`src/rtl/stage_if_if.sv`:
```
// Instruction-memory request/response bundle between the fetch stage and imem.
// One request outstanding: imem_addr is held stable from req until the cycle that carries ack.
interface stage_if_if;
    logic        imem_req;
    logic [31:0] imem_addr;
    logic        imem_ack;
    logic [31:0] imem_rdata;

    modport master (
        output imem_req,
        output imem_addr,
        input  imem_ack,
        input  imem_rdata
    );

    modport slave (
        input  imem_req,
        input  imem_addr,
        output imem_ack,
        output imem_rdata
    );
endinterface

```
`src/rtl/stage_if.sv`:
```
// RV32I instruction-fetch stage: owns the PC, fetches over a req/ack bus and fills the IF/ID register.
// A one-entry buffer catches a response that lands while ID is stalled.
module stage_if #(
    parameter logic [31:0] RESET_PC = 32'h0000_0000,
    parameter logic [31:0] NOP_INST = 32'h0000_0013
) (
    input  logic        clk,
    input  logic        rst,
    input  logic        stall,
    input  logic        br,
    input  logic [31:0] br_addr,
    stage_if_if.master  imem,
    output logic [31:0] id_pc,
    output logic [31:0] id_inst,
    output logic        id_valid
);

    typedef enum logic [1:0] {
        FETCH = 2'b00,
        DROP  = 2'b01,
        FULL  = 2'b10
    } state_t;

    function automatic logic [31:0] word_align(input logic [31:0] addr);
        return {addr[31:2], 2'b00};
    endfunction

    function automatic logic [31:0] pc_next(input logic [31:0] addr);
        return addr + 32'd4;
    endfunction

    state_t      state_r, state_s;
    logic [31:0] pc_r, pc_s;
    logic        buf_valid_r, buf_valid_s;
    logic [31:0] buf_pc_r, buf_pc_s;
    logic [31:0] buf_inst_r, buf_inst_s;
    logic        req_r, req_s;
    logic [31:0] addr_r, addr_s;
    logic [31:0] id_pc_r, id_pc_s;
    logic [31:0] id_inst_r, id_inst_s;
    logic        id_valid_r, id_valid_s;
    logic        ack_s;
    logic        redirect_s;

    // An ack only counts against a request we actually issued; this also drops late acks after reset.
    assign ack_s      = imem.imem_ack & req_r;
    assign redirect_s = br & ~stall;

    // Next-state, PC, fetch buffer and IF/ID contents.
    always_comb begin
        state_s     = state_r;
        pc_s        = pc_r;
        buf_valid_s = buf_valid_r;
        buf_pc_s    = buf_pc_r;
        buf_inst_s  = buf_inst_r;
        id_pc_s     = id_pc_r;
        id_inst_s   = id_inst_r;
        id_valid_s  = id_valid_r;
        case (state_r)
            FETCH: begin
                if (redirect_s) begin
                    pc_s        = word_align(br_addr);
                    id_inst_s   = NOP_INST;
                    id_valid_s  = 1'b0;
                    buf_valid_s = 1'b0;
                    if (ack_s) begin
                        state_s = FETCH;
                    end else begin
                        state_s = DROP;
                    end
                end else if (ack_s) begin
                    pc_s = pc_next(pc_r);
                    if (stall) begin
                        buf_pc_s    = pc_r;
                        buf_inst_s  = imem.imem_rdata;
                        buf_valid_s = 1'b1;
                        state_s     = FULL;
                    end else begin
                        id_pc_s    = pc_r;
                        id_inst_s  = imem.imem_rdata;
                        id_valid_s = 1'b1;
                        state_s    = FETCH;
                    end
                end else if (!stall) begin
                    id_inst_s  = NOP_INST;
                    id_valid_s = 1'b0;
                end else begin
                    id_valid_s = id_valid_r;
                end
            end
            DROP: begin
                // IF/ID already holds a bubble; a fresh branch simply retargets the refetch.
                id_inst_s  = NOP_INST;
                id_valid_s = 1'b0;
                if (br) begin
                    pc_s = word_align(br_addr);
                end else begin
                    pc_s = pc_r;
                end
                if (ack_s) begin
                    state_s = FETCH;
                end else begin
                    state_s = DROP;
                end
            end
            FULL: begin
                if (stall) begin
                    state_s = FULL;
                end else if (br) begin
                    pc_s        = word_align(br_addr);
                    id_inst_s   = NOP_INST;
                    id_valid_s  = 1'b0;
                    buf_valid_s = 1'b0;
                    state_s     = FETCH;
                end else begin
                    id_pc_s     = buf_pc_r;
                    id_inst_s   = buf_inst_r;
                    id_valid_s  = 1'b1;
                    buf_valid_s = 1'b0;
                    state_s     = FETCH;
                end
            end
            default: begin
                state_s     = FETCH;
                buf_valid_s = 1'b0;
                id_inst_s   = NOP_INST;
                id_valid_s  = 1'b0;
            end
        endcase
    end

    // Registered bus request: DROP keeps the stale address until its response retires.
    always_comb begin
        req_s  = (state_s != FULL);
        addr_s = (state_s == DROP) ? addr_r : word_align(pc_s);
    end

    // State and output registers with synchronous active-low reset.
    always_ff @(posedge clk) begin
        if (!rst) begin
            state_r     <= FETCH;
            pc_r        <= RESET_PC;
            buf_valid_r <= 1'b0;
            buf_pc_r    <= 32'h0000_0000;
            buf_inst_r  <= NOP_INST;
            req_r       <= 1'b0;
            addr_r      <= word_align(RESET_PC);
            id_pc_r     <= 32'h0000_0000;
            id_inst_r   <= NOP_INST;
            id_valid_r  <= 1'b0;
        end else begin
            state_r     <= state_s;
            pc_r        <= pc_s;
            buf_valid_r <= buf_valid_s;
            buf_pc_r    <= buf_pc_s;
            buf_inst_r  <= buf_inst_s;
            req_r       <= req_s;
            addr_r      <= addr_s;
            id_pc_r     <= id_pc_s;
            id_inst_r   <= id_inst_s;
            id_valid_r  <= id_valid_s;
        end
    end

    assign imem.imem_req  = req_r;
    assign imem.imem_addr = addr_r;
    assign id_pc          = id_pc_r;
    assign id_inst        = id_inst_r;
    assign id_valid       = id_valid_r;

endmodule

```
`src/flat_wrapper.sv`:
```
// flat-port wrapper written by rule: the top's interface ports become plain ports
module stage_if_flat 
#(
    parameter logic [31:0] RESET_PC = 32'h0000_0000,
    parameter logic [31:0] NOP_INST = 32'h0000_0013
)
  (clk, rst, stall, br, br_addr, id_pc, id_inst, id_valid, imem_imem_req, imem_imem_addr, imem_imem_ack, imem_imem_rdata);
  stage_if_if imem_i ();
  input  logic clk;
  input  logic rst;
  input  logic stall;
  input  logic br;
  input  logic [31:0] br_addr;
  output logic [31:0] id_pc;
  output logic [31:0] id_inst;
  output logic id_valid;
  output wire logic [$bits(imem_i.imem_req)-1:0] imem_imem_req;
  output wire logic [$bits(imem_i.imem_addr)-1:0] imem_imem_addr;
  input wire logic [$bits(imem_i.imem_ack)-1:0] imem_imem_ack;
  input wire logic [$bits(imem_i.imem_rdata)-1:0] imem_imem_rdata;
  assign imem_imem_req = imem_i.imem_req;
  assign imem_imem_addr = imem_i.imem_addr;
  assign imem_i.imem_ack = imem_imem_ack;
  assign imem_i.imem_rdata = imem_imem_rdata;
  stage_if #(.RESET_PC(RESET_PC), .NOP_INST(NOP_INST)) u_core (.clk(clk), .rst(rst), .stall(stall), .br(br), .br_addr(br_addr), .imem(imem_i), .id_pc(id_pc), .id_inst(id_inst), .id_valid(id_valid));
endmodule
```
`config.mk`:
```
export PLATFORM = sky130hd
export DESIGN_NAME = stage_if_flat
export DESIGN_NICKNAME = d
export VERILOG_FILES = /design/src/rtl/stage_if_if.sv /design/src/rtl/stage_if.sv /design/src/flat_wrapper.sv
export SDC_FILE = /design/constraint.sdc
export NUM_CORES = 1
export LEC_CHECK = 0
export CAP_MARGIN = 20
export CELL_PAD_IN_SITES_DETAIL_PLACEMENT = 1
export CELL_PAD_IN_SITES_GLOBAL_PLACEMENT = 1
export CORE_MARGIN = 2
export CORE_UTILIZATION = 38
export CTS_CLUSTER_SIZE = 24
export DETAILED_ROUTE_END_ITERATION = 16
export PLACE_DENSITY_LB_ADDON = 0.25
export SLEW_MARGIN = 20
export SYNTH_ARGS = -nofsm -noshare
export SYNTH_HDL_FRONTEND = slang
export SYNTH_SLANG_ARGS = --single-unit
```
`constraint.sdc`:
```
create_clock -name clk -period 2.7 [get_ports clk]
set_input_delay 0.54 -clock clk [delete_from_list [all_inputs] [get_ports clk]]
set_output_delay 0.54 -clock clk [all_outputs]
set_load 0.01 [all_outputs]
```
# Word-level counts from Yosys, hierarchy flattened
# Index checks and enable logic that the tools add are counted.
dict set report totals {
  latch_bits 0
  ramBits 0
  input_bits 69
  word_cells 63
  register_bits 194
  out_inout_bits 98
  mem_bits_ro 0
  mem_count 0
}
dict set report op_classes {
  n_reduce_logical 7
  magnitude_cmp 0
  muxes 30
  shifts 0
  addsub 1
  eq_ne 11
  bitwise 4
  div 0
  multipliers 0
}
# cell count
set ops {}
lappend ops {{$mux W32} 15}
lappend ops {{$pmux W32 S2} 2}
lappend ops {{$pmux W32 S3} 1}
lappend ops {{$add A32 B3 Y32 const B} 1}
lappend ops {{$ne A2 B2 Y1 const B} 5}
lappend ops {{$mux W1} 7}
lappend ops {{$mux W2} 3}
lappend ops {{$pmux W2 S3} 1}
lappend ops {{$reduce_and A6 Y1} 1}
lappend ops {{$eq A2 B1 Y1 const B} 2}
lappend ops {{$reduce_and A4 Y1} 1}
lappend ops {{$ne A3 B1 Y1 const B} 1}
lappend ops {{$ne A3 B2 Y1 const B} 1}
lappend ops {{$reduce_and A3 Y1} 1}
lappend ops {{$reduce_bool A3 Y1} 1}
lappend ops {{$and A1 B1 Y1} 2}
lappend ops {{$eq A2 B2 Y1 const B} 1}
lappend ops {{$logic_not A2 Y1} 1}
lappend ops {{$ne A2 B1 Y1 const B} 1}
lappend ops {{$not A1 Y1} 2}
lappend ops {{$pmux W1 S2} 1}
lappend ops {{$reduce_and A2 Y1} 1}
lappend ops {{$reduce_bool A2 Y1} 1}

# Longest topological paths before layout
dict set report logic_depth {
  depth_word 5
  mapped_depth 9
  ltp_nobuf 7
}

# Worst setup path before layout
# No wires, ideal clock.
dict set report synth_path {
  path_type {register to register}
  from {register u_core.pc_r[2]}
  to {register u_core.addr_r[23], in the netlist u_core.imem.imem_addr[23]}
  slack_ns 0.641
  arrival_ns 1.933
  path_stages_with_launch 8
  n_path_buf 1
  setup_ns 0.126
  period_less_slack_ns 2.059
  required_ns 2.574
  path_cell_list {dfxtp_1 > clkbuf_1 > nand4_1 > or3_4 > nor3_1 > mux2_2 > a211oi_1 > o31ai_1}
}
dict set report synth_via {
  elab_chain_cells 4
}
# item line
set synth_lines {}
lappend synth_lines {{start, declared} stage_if.sv:33} ;# logic [31:0] pc_r, pc_s;
lappend synth_lines {{start signal, assigned} stage_if.sv:153} ;# pc_r <= pc_s;
lappend synth_lines {{$add A32 B3 Y32} stage_if.sv:29} ;# return addr + 32'd4;
lappend synth_lines {{$mux W32} stage_if.sv:71} ;# end else if (ack_s) begin
lappend synth_lines {{$mux W32} stage_if.sv:61} ;# if (redirect_s) begin
lappend synth_lines {{$pmux W32 S3} stage_if.sv:59} ;# case (state_r)
lappend synth_lines {{end signal, assigned} stage_if.sv:147} ;# addr_r <= word_align(RESET_PC);
lappend synth_lines {{end signal, assigned} stage_if.sv:158} ;# addr_r <= addr_s;
lappend synth_lines {{end, declared} stage_if.sv:38} ;# logic [31:0] addr_r, addr_s;
# No other way between the ends. The select of a mux whose other input is x is not followed.
# A chain may end at the register's enable or synchronous reset.

# Worst setup path after layout
dict set report layout_path {
  from {register u_core.state_r[1]}
  to {register u_core.addr_r[22], in the netlist u_core.imem.imem_addr[22]}
}
dict set report layout_via {
  elab_chain_cells 4
  elab_cells_between_ends 8
  cone_classes {3 x eq/ne; 4 x mux; 1 x reduce/logical}
}
# item line
set layout_lines {}
lappend layout_lines {{start, declared} stage_if.sv:32} ;# state_t state_r, state_s;
lappend layout_lines {{start signal, assigned} stage_if.sv:152} ;# state_r <= state_s;
lappend layout_lines {{$mux W2} stage_if.sv:71}
lappend layout_lines {{$mux W2} stage_if.sv:61}
lappend layout_lines {{$pmux W2 S3} stage_if.sv:59}
lappend layout_lines {{$eq A2 B1 Y1} stage_if.sv:135} ;# addr_s = (state_s == DROP) ? addr_r : word_align(pc_s);
# Several ways; a longest one is shown, not always the timed one.

==> impl_metrics.csv <==
group,metric,value,unit
outcome,status,"complete, no violations",
floorplan,die_area,23600,sq um
setup_path,r2r_slack,260,ps
synth,syn_avg_cell_area,8.16,sq um
routing,wl,28.3,mm
setup_path,max_stage_delay,860,ps
clock_network,postCtsSetupBuffers,0,
routing,drtIter0Drc,492,
timing,clock_skew,12.2,ps
timing,setup_viol,0,
clock_network,root_buffer,"clkbuf_16",
cells_and_area,fin_util,0.514,
clock_network,cts_hold_buf,0,
setup_path,ff2ff_path_depth,6,
grt,antenna_found_initial,0,
power_and_ir_drop,ir_worst_vdd,0.000388,V
setup_path,critPathLaunchType,"register",
setup_path,end_kind,"register",
clock_network,cts_buffer_depth,2,
timing,final.period_utilization,0.904,
min_path,whs_path_depth,2,
placement,dpl.hpwl,19.8,mm
job,drv_cap,0,
grt,grt_pass1_vias,8276,
setup_path,crit_family,"flip-flops",
cells_and_area,num_antenna_cells,0,
setup_path,r2r_start,"u_core.state_r[1]$_SDFF_PN0_",
floorplan,initial_core_util,0.388,
synth,yosysSeqAreaShare,0.457,
routing,wl_per_cell,19.1,um
grt,grtUsageTotal,0.235,
setup_path,critical_path_buf_inv_count,2,
synth,yosys-top-cells-area,"dfxtp_1 46%, nand2_1 7.9%, a21oi_1 6.0%, mux2i_1 4.2%, nor2_1 3.6%",
setup_path,crit_chain,"nand2_1 > and3_1 > buf_4 > a211oi_1 > buf_4 > a21oi_1",
clock_network,worstSkewPairLatency,430,ps
setup_path,crit_top_cell,"buf_4",
cells_and_area,nets,1263,
synth,synth_top_area_frac,0.457,
synth,yosys.cell_types.count,62,
routing,vias,8364,
floorplan,core_area,21900,sq um
synth,synth.most_common_cell,"dfxtp_1",
synth,yosysWarnings,0,
cells_and_area,drive_above_1_share,0.0929,
routing,antenna_left,0,
routing,drc,0,
setup_path,r2r-end,"u_core.imem.imem_addr[22]$_SDFFE_PN0P_",
timing,max_clock_freq,0.410,GHz
power_and_ir_drop,powerDensity,603,nW/um^2
clock_network,htree_levels,4,
setup_path,critical_path_required,3020,ps
timing,hold_ws,454,ps
clock_network,cts.clk_slew.worst_paths,70,ps
synth,synth_common_cells,"194 x dfxtp_1, 178 x nand2_1, 102 x a21oi_1, 81 x nor2_1, 80 x clkbuf_1",
timing,rsz0062_at_grt,"no",
placement,gp_congestion,0.904,
clock_network,cts.repair.resized,0,
clock_network,cts_tree,"yes",
grt,grt_max_degree,111,
routing,viasPerCell,5.63,
timing,drv_slew,0,
timing,post-route-min-period,2440,ps
setup_path,critPathMaxFanout,20,
floorplan,die_y,154,um
min_path,hold-path-endpoint,"u_core.buf_pc_r[29]$_SDFFE_PN0P_",
clock_network,cts_sinks,194,
synth,synth_edf_count,0,
min_path,hp-class,"reg2reg",
min_path,min_from,"u_core.buf_pc_r[29]$_SDFFE_PN0P_",
setup_path,crit_type,"reg2reg",
grt,grt_overflow_total,0,
synth,synth_async_sr_flop_share,0,
floorplan,ios,167,
floorplan,die_x,154,um
setup_path,cp_slowest_cell,"dfxtp_1",
grt,grt_first_pass_wirelength,44.9,mm
synth,ys_ff_latch,194,
cells_and_area,area_delta_synth_final,32.4,%
synth,syn-cell-area,8500,sq um
clock_network,cts_inserted_buffers,17,
setup_path,cp.arrival,2760,ps
power_and_ir_drop,leakage,4.15,nW
synth,synthFlopType,"dfxtp_1",
routing,dr.pass1.iters,5,
timing,hold_violations,0,
synth,syn_inst,1041,
timing,worst_pin_slew,824,ps
floorplan,rows,54,
power_and_ir_drop,power.total,6.79,mW
timing,maxSlewHeadroom,0.450,
placement,port_buffers,162,
synth,synth_area_leader_cell,"dfxtp_1",
[flip-flops by register name, summed over array words and instances (netlist names)]
register,flops
u_core.imem.imem_req,1
u_core.buf_pc_r,32
u_core.id_pc,32
u_core.pc_r,32
u_core.state_r,2
u_core.buf_inst_r,32
u_core.imem.imem_addr,30
u_core.id_inst,32
u_core.id_valid,1
[worst min-delay path, delay by kind of cell (launching register included)]
kind,cells,cell delay [ps]
simple gates,1,50
flops,1,310
compound gates,1,50
[routing by layer]
metal,vias to the layer above,global-route usage,wire length (um)
met2,224,0.374,13100
met5,-,0,0
met3,31,0.0372,1390
li1,3999,-,-
met4,0,0.0612,512
met1,4110,0.334,13300
[cell families after synthesis]
kind of cell / after synthesis / share of synthesized area
muxes: 39 / 0.0464
DFF: 194 / 0.457
AOI/OAI and AO/OA: 273 / 0.208
buffers and inverters: 99 / 0.0467
and+or+nand+nor: 422 / 0.228
other: 1 / 0.000441
xor gates and xnor gates: 12 / 0.0124
adders and majority gates: 1 / 0.00147
[stage by stage]
stage | cells | cell area, sq um | TNS, ps | setup slack [ps]
floorplan | 1042 | 8500 | 0 | 641
global route | 1486 | 11300 | 0 | 137
CTS | 1486 | 11300 | 0 | 329
global placement | 1454 | 10700 | -70.3 | -43.6
detailed placement | 1454 | 10700 | -165 | -40.3
finish | 1486 | 11300 | 0 | 260
[area by class of cell]
class,instances,area (sq um)
multi-input combinational,749,4250
inverter,5,20.0
timing repair buffer,226,2170
clock inverter,12,125
sequential,194,3880
tap,280,350
clock buffer,20,457
fill,2655,10600
[power breakdown]
part           switching [mW]  leakage (nW)  internal (mW)
registers               0.144          1.58           3.02
clock network            1.21         0.278           1.27
logic                   0.592          2.29          0.549
total                    1.95          4.15           4.84
[worst max path at each step]
stage	start	endpoint	cells after the start
final	u_core.state_r[1]$_SDFF_PN0_	u_core.imem.imem_addr[22]$_SDFFE_PN0P_	6
after global routing	u_core.pc_r[8]$_SDFF_PN0_	u_core.imem.imem_addr[21]$_SDFFE_PN0P_	7
after CTS	u_core.state_r[1]$_SDFF_PN0_	u_core.imem.imem_addr[22]$_SDFFE_PN0P_	6
after detailed placement	imem_imem_ack	u_core.imem.imem_addr[31]$_SDFFE_PN0P_	8
after global placement	imem_imem_ack	u_core.imem.imem_addr[23]$_SDFFE_PN0P_	7
after floorplan	u_core.pc_r[2]$_SDFF_PN0_	u_core.imem.imem_addr[23]$_SDFFE_PN0P_	7
[placed cells by master, fill, tap and decap left out, drive strengths merged, types with 36 or more instances in the layout]
cell and instances:
dfxtp 194, buf 65, a21oi 102, o21ai 42
nand2 178, mux2i 36, a211oi 36, nor2 82
clkdlybuf4s50 161, nor3 50
Note: power is estimated with default switching activity, not from simulation.
